===== src/rtl/mem_port_arbiter_pkg.sv =====
// Shared types for the fetch/load-store memory port arbiter.
// State encoding, owner codes and timer sizing helper.
package mem_port_arbiter_pkg;

   typedef enum logic [1:0] {
      ARB_IDLE = 2'd0,
      ARB_REQ  = 2'd1,
      ARB_RESP = 2'd2
   } arb_state_t;

   localparam logic ARB_OWNER_FETCH = 1'b0;
   localparam logic ARB_OWNER_DATA  = 1'b1;

   function automatic int timer_width(input int t);
      return (t > 1) ? $clog2(t) : 1;
   endfunction

endpackage


===== src/rtl/mem_port_arbiter_arb_rr2.sv =====
// Two-way round-robin picker, purely combinational.
// req[0]=fetch, req[1]=data; a tie goes to the side not granted last.
module arb_rr2
   import mem_port_arbiter_pkg::*;
(
   input  logic [1:0] req,
   input  logic       last_grant,
   output logic [1:0] grant
);

   // One-hot grant; contention resolved against the previous winner
   always_comb begin
      grant = req;
      if (req == 2'b11) begin
         grant = (last_grant == ARB_OWNER_FETCH) ? 2'b10 : 2'b01;
      end
   end

endmodule


===== src/rtl/mem_port_arbiter.sv =====
// Shares one memory port between instruction fetch and load/store.
// One transaction outstanding; watchdog aborts responses that never come.
module mem_port_arbiter
   import mem_port_arbiter_pkg::*;
#(
   parameter int ADDR_WIDTH = 32,
   parameter int DATA_WIDTH = 32,
   parameter int STRB_WIDTH = DATA_WIDTH / 8,
   parameter int TIMEOUT    = 255
) (
   input  logic                  clk,
   input  logic                  rst,
   input  logic                  i_req_valid,
   output logic                  i_req_ready,
   input  logic [ADDR_WIDTH-1:0] i_req_addr,
   output logic                  i_resp_valid,
   output logic [DATA_WIDTH-1:0] i_resp_data,
   output logic                  i_resp_err,
   input  logic                  d_req_valid,
   output logic                  d_req_ready,
   input  logic                  d_req_write,
   input  logic [ADDR_WIDTH-1:0] d_req_addr,
   input  logic [DATA_WIDTH-1:0] d_req_wdata,
   input  logic [STRB_WIDTH-1:0] d_req_wstrb,
   output logic                  d_resp_valid,
   output logic [DATA_WIDTH-1:0] d_resp_data,
   output logic                  d_resp_err,
   output logic                  m_req_valid,
   input  logic                  m_req_ready,
   output logic                  m_req_write,
   output logic [ADDR_WIDTH-1:0] m_req_addr,
   output logic [DATA_WIDTH-1:0] m_req_wdata,
   output logic [STRB_WIDTH-1:0] m_req_wstrb,
   input  logic                  m_resp_valid,
   input  logic [DATA_WIDTH-1:0] m_resp_data,
   output logic                  owner
);

   localparam int TW = timer_width(TIMEOUT);
   localparam logic [TW-1:0] T_LAST = TW'(TIMEOUT - 1);

   arb_state_t    state;
   logic          last_grant;
   logic [TW-1:0] timer;
   logic [1:0]    grant;
   logic          idle;
   logic          in_resp;
   logic          expire;
   logic          fin;
   logic          fin_i;
   logic          fin_d;

   arb_rr2 u_rr (
      .req        ({d_req_valid, i_req_valid}),
      .last_grant (last_grant),
      .grant      (grant)
   );

   // Handshake and response routing; everything held low during reset
   always_comb begin
      idle    = rst && (state == ARB_IDLE);
      in_resp = rst && (state == ARB_RESP);
      expire  = (TIMEOUT != 0) && (timer == T_LAST) && !m_resp_valid;
      fin     = in_resp && (m_resp_valid || expire);
      fin_i   = fin && (owner == ARB_OWNER_FETCH);
      fin_d   = fin && (owner == ARB_OWNER_DATA);

      i_req_ready  = idle && grant[0];
      d_req_ready  = idle && grant[1];

      i_resp_valid = fin_i;
      i_resp_err   = fin_i && expire;
      i_resp_data  = '0;
      if (fin_i && m_resp_valid) begin
         i_resp_data = m_resp_data;
      end

      d_resp_valid = fin_d;
      d_resp_err   = fin_d && expire;
      d_resp_data  = '0;
      if (fin_d && m_resp_valid && !m_req_write) begin
         d_resp_data = m_resp_data;
      end
   end

   // Transaction FSM with payload, owner, fairness and watchdog state
   always_ff @(posedge clk) begin
      if (!rst) begin
         state       <= ARB_IDLE;
         last_grant  <= ARB_OWNER_FETCH;
         timer       <= '0;
         owner       <= ARB_OWNER_FETCH;
         m_req_valid <= 1'b0;
         m_req_write <= 1'b0;
         m_req_addr  <= '0;
         m_req_wdata <= '0;
         m_req_wstrb <= '0;
      end else begin
         unique case (state)
            ARB_IDLE: begin
               if (|grant) begin
                  owner       <= grant[1];
                  last_grant  <= grant[1];
                  m_req_valid <= 1'b1;
                  state       <= ARB_REQ;
                  if (grant[1]) begin
                     m_req_write <= d_req_write;
                     m_req_addr  <= d_req_addr;
                     m_req_wdata <= d_req_wdata;
                     m_req_wstrb <= d_req_wstrb;
                  end else begin
                     m_req_write <= 1'b0;
                     m_req_addr  <= i_req_addr;
                     m_req_wdata <= '0;
                     m_req_wstrb <= '0;
                  end
               end
            end
            ARB_REQ: begin
               if (m_req_ready) begin
                  m_req_valid <= 1'b0;
                  timer       <= '0;
                  state       <= ARB_RESP;
               end
            end
            ARB_RESP: begin
               if (m_resp_valid || expire) begin
                  state <= ARB_IDLE;
               end else if (timer != '1) begin
                  timer <= timer + TW'(1);
               end
            end
            default: state <= ARB_IDLE;
         endcase
      end
   end

endmodule


===== config.mk =====
export PLATFORM = sky130hd
export DESIGN_NAME = mem_port_arbiter
export DESIGN_NICKNAME = d
export VERILOG_FILES = /design/src/rtl/mem_port_arbiter_pkg.sv /design/src/rtl/mem_port_arbiter_arb_rr2.sv /design/src/rtl/mem_port_arbiter.sv
export SDC_FILE = /design/constraint.sdc
export NUM_CORES = 1
export LEC_CHECK = 0
export CAP_MARGIN = 20
export CORE_ASPECT_RATIO = 1.4
export CORE_MARGIN = 2
export CORE_UTILIZATION = 30
export DETAILED_ROUTE_END_ITERATION = 8
export GPL_TIMING_DRIVEN = 0
export PLACE_DENSITY = 0.73
export SYNTH_ARGS = -nofsm -noshare
export SYNTH_HDL_FRONTEND = slang
export SYNTH_SLANG_ARGS = --single-unit

===== constraint.sdc =====
create_clock -name clk -period 3 [get_ports clk]
set_input_delay 0.45 -clock clk [delete_from_list [all_inputs] [get_ports clk]]
set_output_delay 0.45 -clock clk [all_outputs]
set_load 0.01 [all_outputs]

; ---- Yosys cells after proc, flatten, opt, wreduce, memory -nomap -nowiden
; Cells that the tools add are included.
[totals]
ff_bits = 81
latchBits = 0
mem_bits_rw = 0
rom_bits = 0
input_bits = 139
output_inout_bits = 141
word_cells = 63
n_memories = 0
[op_classes]
add_sub_neg = 1
n_mul = 0
div_mod_pow = 0
n_lt_le_gt_ge = 0
n_eq_ne = 10
n_shift = 0
muxes = 19
n_bitwise = 1
n_reduce_logical = 24
[ops]
columns = op, n
row1 = $mux 32, 4
row2 = $mux 8, 3
row3 = $pmux 8 s2, 1
row4 = $logic_and 1x1->1, 13
row5 = $mux 2, 5
row6 = $add 8x1->8 const B, 1
row7 = $eq 8x8->1 const B, 1
row8 = $ne 8x8->1 const B, 1
row9 = $ne 2x1->1 const B, 3
row10 = $pmux 2 s3, 1
row11 = $reduce_and 3->1, 2
row12 = $eq 2x2->1 const B, 2
row13 = $mux 4, 1
row14 = $ne 2x2->1 const B, 2
row15 = $reduce_and 4->1, 1
row16 = $reduce_bool 2->1, 2
row17 = $mux 1, 3
row18 = $eq 2x1->1 const B, 1
row19 = $logic_not 1->1, 2
row20 = $logic_not 2->1, 1
row21 = $pmux 1 s2, 1
row22 = $reduce_and 2->1, 1
row23 = $reduce_or 2->1, 1
row24 = $logic_or 1x1->1, 1
row25 = $not 1->1, 1

; ---- Logic depth before layout (Yosys ltp)
; Gate-level depths: netlist (run 1).
[logic_depth]
word_depth = 8
ltp_mapped = 6
ltp_nobuf = 6

; ---- Hierarchy
; A second synthesis (run 1) with hierarchy kept.
[unflattened]
cells_unflattened = 391
area_unflattened_um2 = 3784.9
[modules_own_cells]
columns = mod, instances, cells_per_inst, area_each_um2, seq_area_each_um2
row1 = mem_port_arbiter, 1, 388, 3766.1, 1621.6
row2 = arb_rr2, 1, 3, 18.8, 0.0

; ---- Worst setup path after synthesis (run 1)
; Ideal clock, no wire load.
[synth_path]
path_type = register -> output
start = register state[1]
end = output d_resp_data[10]
arrival_time_ns = 1.340
required_ns = 2.550
slack_ns = 1.210
path_stages_with_launch = 6
path_buffers = 1
path_cell_list = dfxtp_1 and3b_1 nand2_2 nor3b_4 clkbuf_2 and2_1
[synth_via]
elab_chain_len = 7
[synth_lines]
columns = element, line_no
row1 = "start, declared", mem_port_arbiter.sv:42  ; arb_state_t state;
row2 = "start signal, assigned", mem_port_arbiter.sv:89  ; state <= ARB_IDLE;
row3 = "start signal, assigned", mem_port_arbiter.sv:105  ; state <= ARB_REQ;
row4 = "start signal, assigned", mem_port_arbiter.sv:123  ; state <= ARB_RESP;
row5 = $eq 2x2->1, mem_port_arbiter.sv:62  ; in_resp = rst && (state == ARB_RESP);
row6 = $logic_and 1x1->1, mem_port_arbiter.sv:62
row7 = $logic_and 1x1->1, mem_port_arbiter.sv:64  ; fin = in_resp && (m_resp_valid || expire);
row8 = $logic_and 1x1->1, mem_port_arbiter.sv:66  ; fin_d = fin && (owner == ARB_OWNER_DATA);
row9 = $logic_and 1x1->1 (2 in series), mem_port_arbiter.sv:81  ; if (fin_d && m_resp_valid && !m_req_write) begin
row10 = $mux 32, mem_port_arbiter.sv:81
row11 = "end, declared", mem_port_arbiter.sv:26  ; output logic [DATA_WIDTH-1:0] d_resp_data,
; No other way between the ends.

; ---- Worst setup path in the final report (run 1)
[layout_path]
start = register state[1]
end = output i_resp_data[13]
[layout_via]
elab_chain_len = 6
[layout_lines]
columns = element, line_no
row1 = $eq 2x2->1, mem_port_arbiter.sv:62
row2 = $logic_and 1x1->1, mem_port_arbiter.sv:62
row3 = $logic_and 1x1->1, mem_port_arbiter.sv:64
row4 = $logic_and 1x1->1, mem_port_arbiter.sv:65  ; fin_i = fin && (owner == ARB_OWNER_FETCH);
row5 = $logic_and 1x1->1, mem_port_arbiter.sv:74  ; if (fin_i && m_resp_valid) begin
row6 = $mux 32, mem_port_arbiter.sv:74
row7 = "end, declared", mem_port_arbiter.sv:17  ; output logic [DATA_WIDTH-1:0] i_resp_data,
; No other way between the ends.

==> results.json, run 1 <==
{
  "nets": 817,
  "min_period_ns": 2.89,
  "finish.utilization_pct": 58.3,
  "intPower_w": 0.00221,
  "grt_pass1_vias": 4259,
  "p_sw_w": 0.000784,
  "finalSetupTns_ns": 0,
  "synth_area_sq_um": 3690,
  "p_seq_share_pct": 40.8,
  "antenna_found_initial": 4,
  "ys_seq_elements": 81,
  "hold_viol": 0,
  "cts_tree": "yes",
  "post_drt_wl_per_cell_um": 16.5,
  "grt_max_degree": 15,
  "relSlewSlack_pct": 62.2,
  "vias_per_cell": 4.91,
  "status": "complete, no violations",
  "clockBufferDepth": 2,
  "first_iter_violations": 105,
  "numPortBuffers": 278,
  "avgSynthCellArea_sq_um": 9.53,
  "maxSlewViolCount": 0,
  "worstPathArrival_ns": 2.44,
  "start_util_pct": 30.9,
  "overflow": 0,
  "synth_edf_count": 0,
  "critical_path_class": "register to primary output",
  "fp.dieArea_sq_um": 13200,
  "path_clk_slew_ns": 0.06,
  "syn_to_final_growth_pct": 88.6,
  "ios": 280,
  "p_clk_share_pct": 35.0,
  "hold_path.class": "input port to register",
  "ant_nets": 0,
  "p_sw_share_pct": 26.2,
  "final_cell_mix": "clkdlybuf4s50_1, dfxtp_1, and2_1",
  "cp_data_required_time_ns": 2.55,
  "fin_crit_sh_pct": 96.2,
  "seq_area_frac_synth_pct": 44.0,
  "fill_cells": 1059,
  "layout_commonest_cell": "clkdlybuf4s50_1",
  "cts_made_buffers": 9,
  "clkSinkCount": 81,
  "die_w_um": 97.7,
  "drc": 0,
  "std_cell_rows": 47,
  "ys.flop_type": "dfxtp_1",
  "cts_hold_buffers": 0,
  "power_leakage_nw": 2.71,
  "vdd_ir_drop_max_v": 0.000289,
  "fmax_ghz": 0.347,
  "async_flop_share_pct": 0,
  "worstMarginPinSlew_ns": 0.567,
  "dp_hpwl_um": 11300,
  "cp-start-kind": "register",
  "skew_ns": 0.00735,
  "pwr-share-comb_pct": 24.1,
  "grt_pass1_wl_um": 21200,
  "p_per_area_nw_per_um2": 430,
  "cap_violations": 0,
  "syn_nets": 528,
  "netlist_instances": 387,
  "synth_cell_types": 41,
  "place_congestion": 0.854,
  "h-tree-depth": 3,
  "via_count": 4077,
  "endpoint_kind": "primary output",
  "cts_root_buf": "clkbuf_16",
  "core_area_sq_um": 11900,
  "dr.pass1.iters": 4,
  "whs_ns": 0.472,
  "grt_usage_pct": 20.0,
  "crit_fanout": 10,
  "wirelength_um": 13700,
  "die_h_um": 135,
  "yosys_warnings": 0,
  "finalSetupViolCount": 0,
  "clk_latency_ns": 0.33,
  "drive_above_1_share_pct": 6.61
}
-- routing by layer --
| metal | vias up | wire length [um] | global-route usage (%) |
|---|---|---|---|
| met5 | - | 13 | 0 |
| met4 | 2 | 271 | 6.33 |
| met3 | 27 | 1480 | 9.18 |
| met2 | 207 | 7400 | 39.0 |
| met1 | 1869 | 4570 | 18.2 |
| li1 | 1972 | - | - |
-- synthesized netlist by cell type, types with 2 or more instances --
| cell type | number | share of area (%) |
|---|---|---|
| a21o_1 | 2 | 0.41 |
| o22ai_1 | 3 | 0.51 |
| and3b_1 | 2 | 0.47 |
| o41a_1 | 2 | 0.61 |
| o21a_1 | 3 | 0.61 |
| a21oi_1 | 6 | 0.81 |
| nand2_1 | 7 | 0.71 |
| clkbuf_2 | 6 | 0.81 |
| o31ai_1 | 2 | 0.41 |
| nor2_1 | 40 | 4.1 |
| o211ai_1 | 2 | 0.41 |
| mux2i_1 | 32 | 8.7 |
| and2_1 | 65 | 11 |
| dfxtp_1 | 81 | 44 |
| o21ai_0 | 5 | 0.68 |
| clkbuf_1 | 9 | 0.92 |
| a211oi_1 | 32 | 6.5 |
| a22o_1 | 37 | 8.8 |
| nor4_1 | 2 | 0.34 |
| ha_1 | 2 | 0.68 |
| buf_2 | 10 | 1.4 |
| buf_4 | 5 | 1.0 |
| nor3_1 | 3 | 0.41 |
| and3_1 | 2 | 0.34 |
| inv_1 | 6 | 0.61 |
| nand3_1 | 4 | 0.54 |
| a31oi_1 | 3 | 0.51 |
-- stage by stage --
stage                     instance area, sq um  std cells  setup WS (ns)  power, W
final                                     6960        831          0.115   0.00299
after global placement                    6660        812         -0.224   0.00195
after detailed placement                  6660        812         -0.275   0.00197
after floorplan                           3690        387           1.21   0.00152
after CTS                                 6950        828         0.0472   0.00303
after global routing                      6950        828        -0.0346   0.00313
-- power by group through the flow --
stage	registers [W]	logic [W]	clock network (W)
floorplan	0.00128	0.000238	0
global placement	0.00124	0.000715	0
detailed placement	0.00124	0.000727	0
CTS	0.00122	0.000729	0.00108
global route	0.00123	0.000777	0.00112
finish	0.00122	0.000722	0.00105
-- final timing paths --
path                                from                      endpoint  slack (ns)  depth (start not counted)
max                state[1]$_SDFFE_PN0P_               i_resp_data[13]        0.11                          6
min                                  rst         timer[4]$_SDFFE_PN0P_        0.47                          3
max reg2reg      last_grant$_SDFFE_PN0P_  m_req_wdata[25]$_SDFFE_PN0P_        1.27                          6
min reg2reg  m_req_wstrb[3]$_SDFFE_PN0P_   m_req_wstrb[3]$_SDFFE_PN0P_        0.47                          1
-- cells by family (layout without fill, tap and decap cells) --
family          Yosys count  count (layout)  synth area share (%)
simple gates            137             137                  21.0
compound gates           99              99                  21.0
flops                    81              81                  44.0
buf+inv                  36             330                  4.72
mux                      32              32                  8.68
fa+ha+maj                 2               2                 0.678
other cells               0               3                     0
-- registers in the layout, indices dropped and copies added, names as in the netlist --
name         flops
last_grant       1
m_req_addr      32
m_req_valid      1
m_req_wdata     32
m_req_write      1
m_req_wstrb      4
state            2
timer            8
-- critical path: stages (launching register included) --
cell,delay (ns)
dfxtp_1,0.45
and2b_1,0.24
nand2_1,0.16
nor3b_4,0.29
clkbuf_2,0.25
and2_1,0.18
clkdlybuf4s50_1,0.54
-- area by class of cell --
class / instances / area, sq um / area share, %
repair buffers: 278 / 2780 / 39.9
multi-input cells: 270 / 1900 / 27.3
flip-flops and latches: 81 / 1620 / 23.3
clock buffers: 11 / 253 / 3.63
well taps: 147 / 184 / 2.64
plain buffers: 30 / 151 / 2.18
clock inverters: 5 / 38.8 / 0.558
inverters: 6 / 22.5 / 0.324
diodes: 3 / 7.51 / 0.108
-- timing repair --
item                       4_1_cts  5_1_grt
pin swaps                        0        0
resized for setup                2        4
setup endpoints to repair       52       59
buffers inserted                 0        0
hold endpoints to repair         0        0
Note: power is estimated with default switching activity, not from simulation.
==> run 2, diff against run 1 <==
- PLACE_DENSITY: 0.73 -> 0.72
- SYNTH_HIERARCHICAL: not set -> 1
==> run 2 against run 1 <==
- sequential share of layout area fell by 0.43 points
- wire length rose by 3.4%
- utilization fell by 0.57 points
- hold slack improved by 0.0011 ns
- clock-buffer cell count did not move
- clock skew rose by 0.0032 ns
- non-clock buffer count rose by 1
- largest cell class unchanged
- largest power group unchanged
==> results.json, run 2 <==
{
  "critPathMaxStageDelay_ns": 0.63,
  "hold_viol": 0,
  "r2r-start": "last_grant$_SDFFE_PN0P_",
  "postPlaceCellArea_sq_um": 6770,
  "synth_area_leaders": "dfxtp_1, and2_1, a22o_1",
  "multi_input_area_sq_um": 2010,
  "hold-path-endpoint": "m_req_wdata[7]$_SDFFE_PN0P_",
  "ys_seq_elements": 81,
  "skew_ns": 0.0106,
  "ant_nets": 0,
  "p_sw_share_pct": 25.7,
  "dp_hpwl_um": 11600,
  "clkSinkCount": 81,
  "core_area_sq_um": 12300,
  "place_congestion": 0.798,
  "fin_area_sq_um": 7100,
  "synth_area_sq_um": 3780,
  "vdd_ir_drop_max_v": 0.000407,
  "cts_made_buffers": 9,
  "r2r_end": "m_req_wdata[29]$_SDFFE_PN0P_",
  "setup_ws_ns": 0.108,
  "antenna_cells": 0,
  "endpoint_kind": "primary output",
  "ios": 280,
  "p_clk_share_pct": 37.3,
  "async_flop_share_pct": 0,
  "finish.utilization_pct": 57.7,
  "p_per_area_nw_per_um2": 458,
  "cp_num_buf_inv": 3,
  "synthTopCellsByCount": "dfxtp_1, and2_1, nand2_1",
  "min_from": "m_req_wdata[7]$_SDFFE_PN0P_",
  "clockBufferDepth": 2,
  "wirelength_um": 14200,
  "seq_area_frac_synth_pct": 42.8,
  "crit_chain": "clkdlybuf4s50_1 > nand3b_1 > nor2_4 > clkbuf_4 > and2_1 > clkdlybuf4s50_1",
  "power_leakage_nw": 3.07,
  "cts_tree": "yes",
  "antenna_found_initial": 0,
  "cp_data_required_time_ns": 2.55,
  "crit_fanout": 10,
  "syn_nets": 532,
  "overflow": 0,
  "fill_cells": 1129,
  "final_cell_mix": "clkdlybuf4s50_1, dfxtp_1, and2_1",
  "worstMarginPinSlew_ns": 0.469,
  "cts_setup_buffers": 0,
  "drc": 0,
  "post_drt_wl_per_cell_um": 17.0,
  "drive_above_1_share_pct": 6.43,
  "die_w_um": 98.9,
  "first_iter_violations": 131,
  "ys.flop_type": "dfxtp_1",
  "status": "complete, no violations",
  "cpLargestDelayFamily": "buffers and inverters",
  "cp-start-kind": "input port",
  "grt_pass1_wl_um": 21600,
  "start_util_pct": 30.7,
  "nets": 820,
  "hold_path.class": "register to register",
  "dr.pass1.iters": 4,
  "netlist_instances": 391,
  "p_seq_share_pct": 38.4,
  "synth_top_area_share_pct": 42.8,
  "clk_latency_ns": 0.34,
  "syn_to_final_growth_pct": 87.7,
  "worstPathArrival_ns": 2.44,
  "cts_root_buf": "clkbuf_16",
  "cpMostUsedCell": "clkdlybuf4s50_1",
  "std_cell_rows": 48,
  "grt_pass1_vias": 4162,
  "rsz0062_at_grt": "false",
  "min_period_ns": 2.89,
  "synth_area_leader_cell": "dfxtp_1",
  "seqCellArea_sq_um": 1630,
  "critical_path_class": "input port to primary output",
  "fin_crit_sh_pct": 96.4,
  "cts_hold_buffers": 0,
  "vias_per_cell": 4.93,
  "finalSetupTns_ns": 0,
  "numPortBuffers": 279,
  "finalSetupViolCount": 0,
  "path_clk_slew_ns": 0.06,
  "grt_usage_pct": 20.2,
  "slowest_stage": "clkdlybuf4s50_1",
  "h-tree-depth": 3,
  "relSlewSlack_pct": 68.7,
  "synth_cell_types": 43,
  "r2r_slack_ns": 1.00,
  "fmax_ghz": 0.346,
  "avgSynthCellArea_sq_um": 9.68,
  "synth_edf_count": 0,
  "rr_worst_depth": 6,
  "yosys_warnings": 6,
  "via_count": 4110,
  "pwr-share-comb_pct": 24.3,
  "die_h_um": 137,
  "maxSlewViolCount": 0,
  "largestRegisters": "m_req_addr x32, m_req_wdata x32, timer x8",
  "hold_depth": 1,
  "layout_commonest_cell": "clkdlybuf4s50_1",
  "fp.dieArea_sq_um": 13500,
  "grt_max_degree": 15,
  "dp_slack_ns": -0.222,
  "cap_violations": 0,
  "p_sw_w": 0.000837,
  "yosysMostFrequentCell": "dfxtp_1",
  "intPower_w": 0.00242
}
## run 2: cell types whose count changed in the layout (fill, tap and decap cells not counted), moves of 3 or more
cell | previous run | this run
nor2b_1 | 0 | 4
a31oi_1 | 3 | 0
nor2_1 | 40 | 5
buf_2 | 11 | 19
diode_2 | 3 | 0
clkbuf_2 | 6 | 1
a211oi_1 | 32 | 0
buf_4 | 5 | 0
nand2_1 | 7 | 41
o211a_1 | 0 | 32
o21ai_0 | 5 | 2
## run 2: layout make-up
cell class | count | share of cell area, %
Clock buffer | 11 | 3.42
Timing Repair Buffer | 279 | 39.3
Inverter | 4 | 0.211
Sequential cell | 81 | 22.9
Multi-Input combinational cell | 274 | 28.2
Clock inverter | 5 | 1.22
Buffer | 30 | 2.04
Tap cell | 150 | 2.64
## run 2: per-layer routing
metal  wire length, um  vias to the layer above  global-route usage (%)
met4               240                        0                    6.24
met5                 0                        -                       0
met2              7660                      204                    38.1
met1              4880                     1915                    20.2
met3              1420                       15                    7.81
li1                  -                     1976                       -
## run 2: stage by stage
step                      hold WS (ns)  total power (W)  cells
final                            0.474          0.00325    834
after floorplan                  0.460          0.00157    391
after detailed placement         0.455          0.00207    820
after CTS                        0.477          0.00329    835
after global routing             0.484          0.00339    834
after global placement           0.455          0.00205    820
## run 2: cells by family after synthesis
kind of cell    Yosys count  share of synthesized area (%)
compound gates           97                           22.2
fa+ha+maj                 2                          0.661
buf+inv                  36                           4.26
flops                    81                           42.8
mux                      32                           8.46
simple gates            143                           21.6
## run 2: how the worst max path moves through the flow
stage	start	cells past startpoint	slack (ns)	endpoint
finish	rst	6	0.11	i_resp_data[23]
global route	rst	6	0.009	i_resp_data[23]
CTS	rst	6	0.06	i_req_ready
detailed placement	rst	6	-0.22	i_req_ready
global placement	rst	6	-0.16	i_req_ready
floorplan	state[1]$_SDFFE_PN0P_	6	1.22	d_resp_data[10]
## run 2: repair_timing
item / CTS / global route
pin swaps: 0 / 1
resized for setup: 3 / 5
setup endpoints to repair: 3 / 26
cloned: 0 / 0
## run 2: power by group through the flow
stage | Sequential (W) | Combinational (W) | Clock, W
after floorplan | 0.00131 | 0.000261 | 0
after global placement | 0.00127 | 0.000785 | 0
after detailed placement | 0.00127 | 0.000796 | 0
after CTS | 0.00125 | 0.000802 | 0.00124
after global routing | 0.00126 | 0.000851 | 0.00128
final | 0.00125 | 0.000790 | 0.00121
## run 2: worst register-to-register path, stage by stage (launching register included)
cell,delay (ns)
dfxtp_1,0.37
a21boi_0,0.17
buf_2,0.23
and4bb_2,0.45
buf_2,0.28
buf_2,0.26
a22o_1,0.17
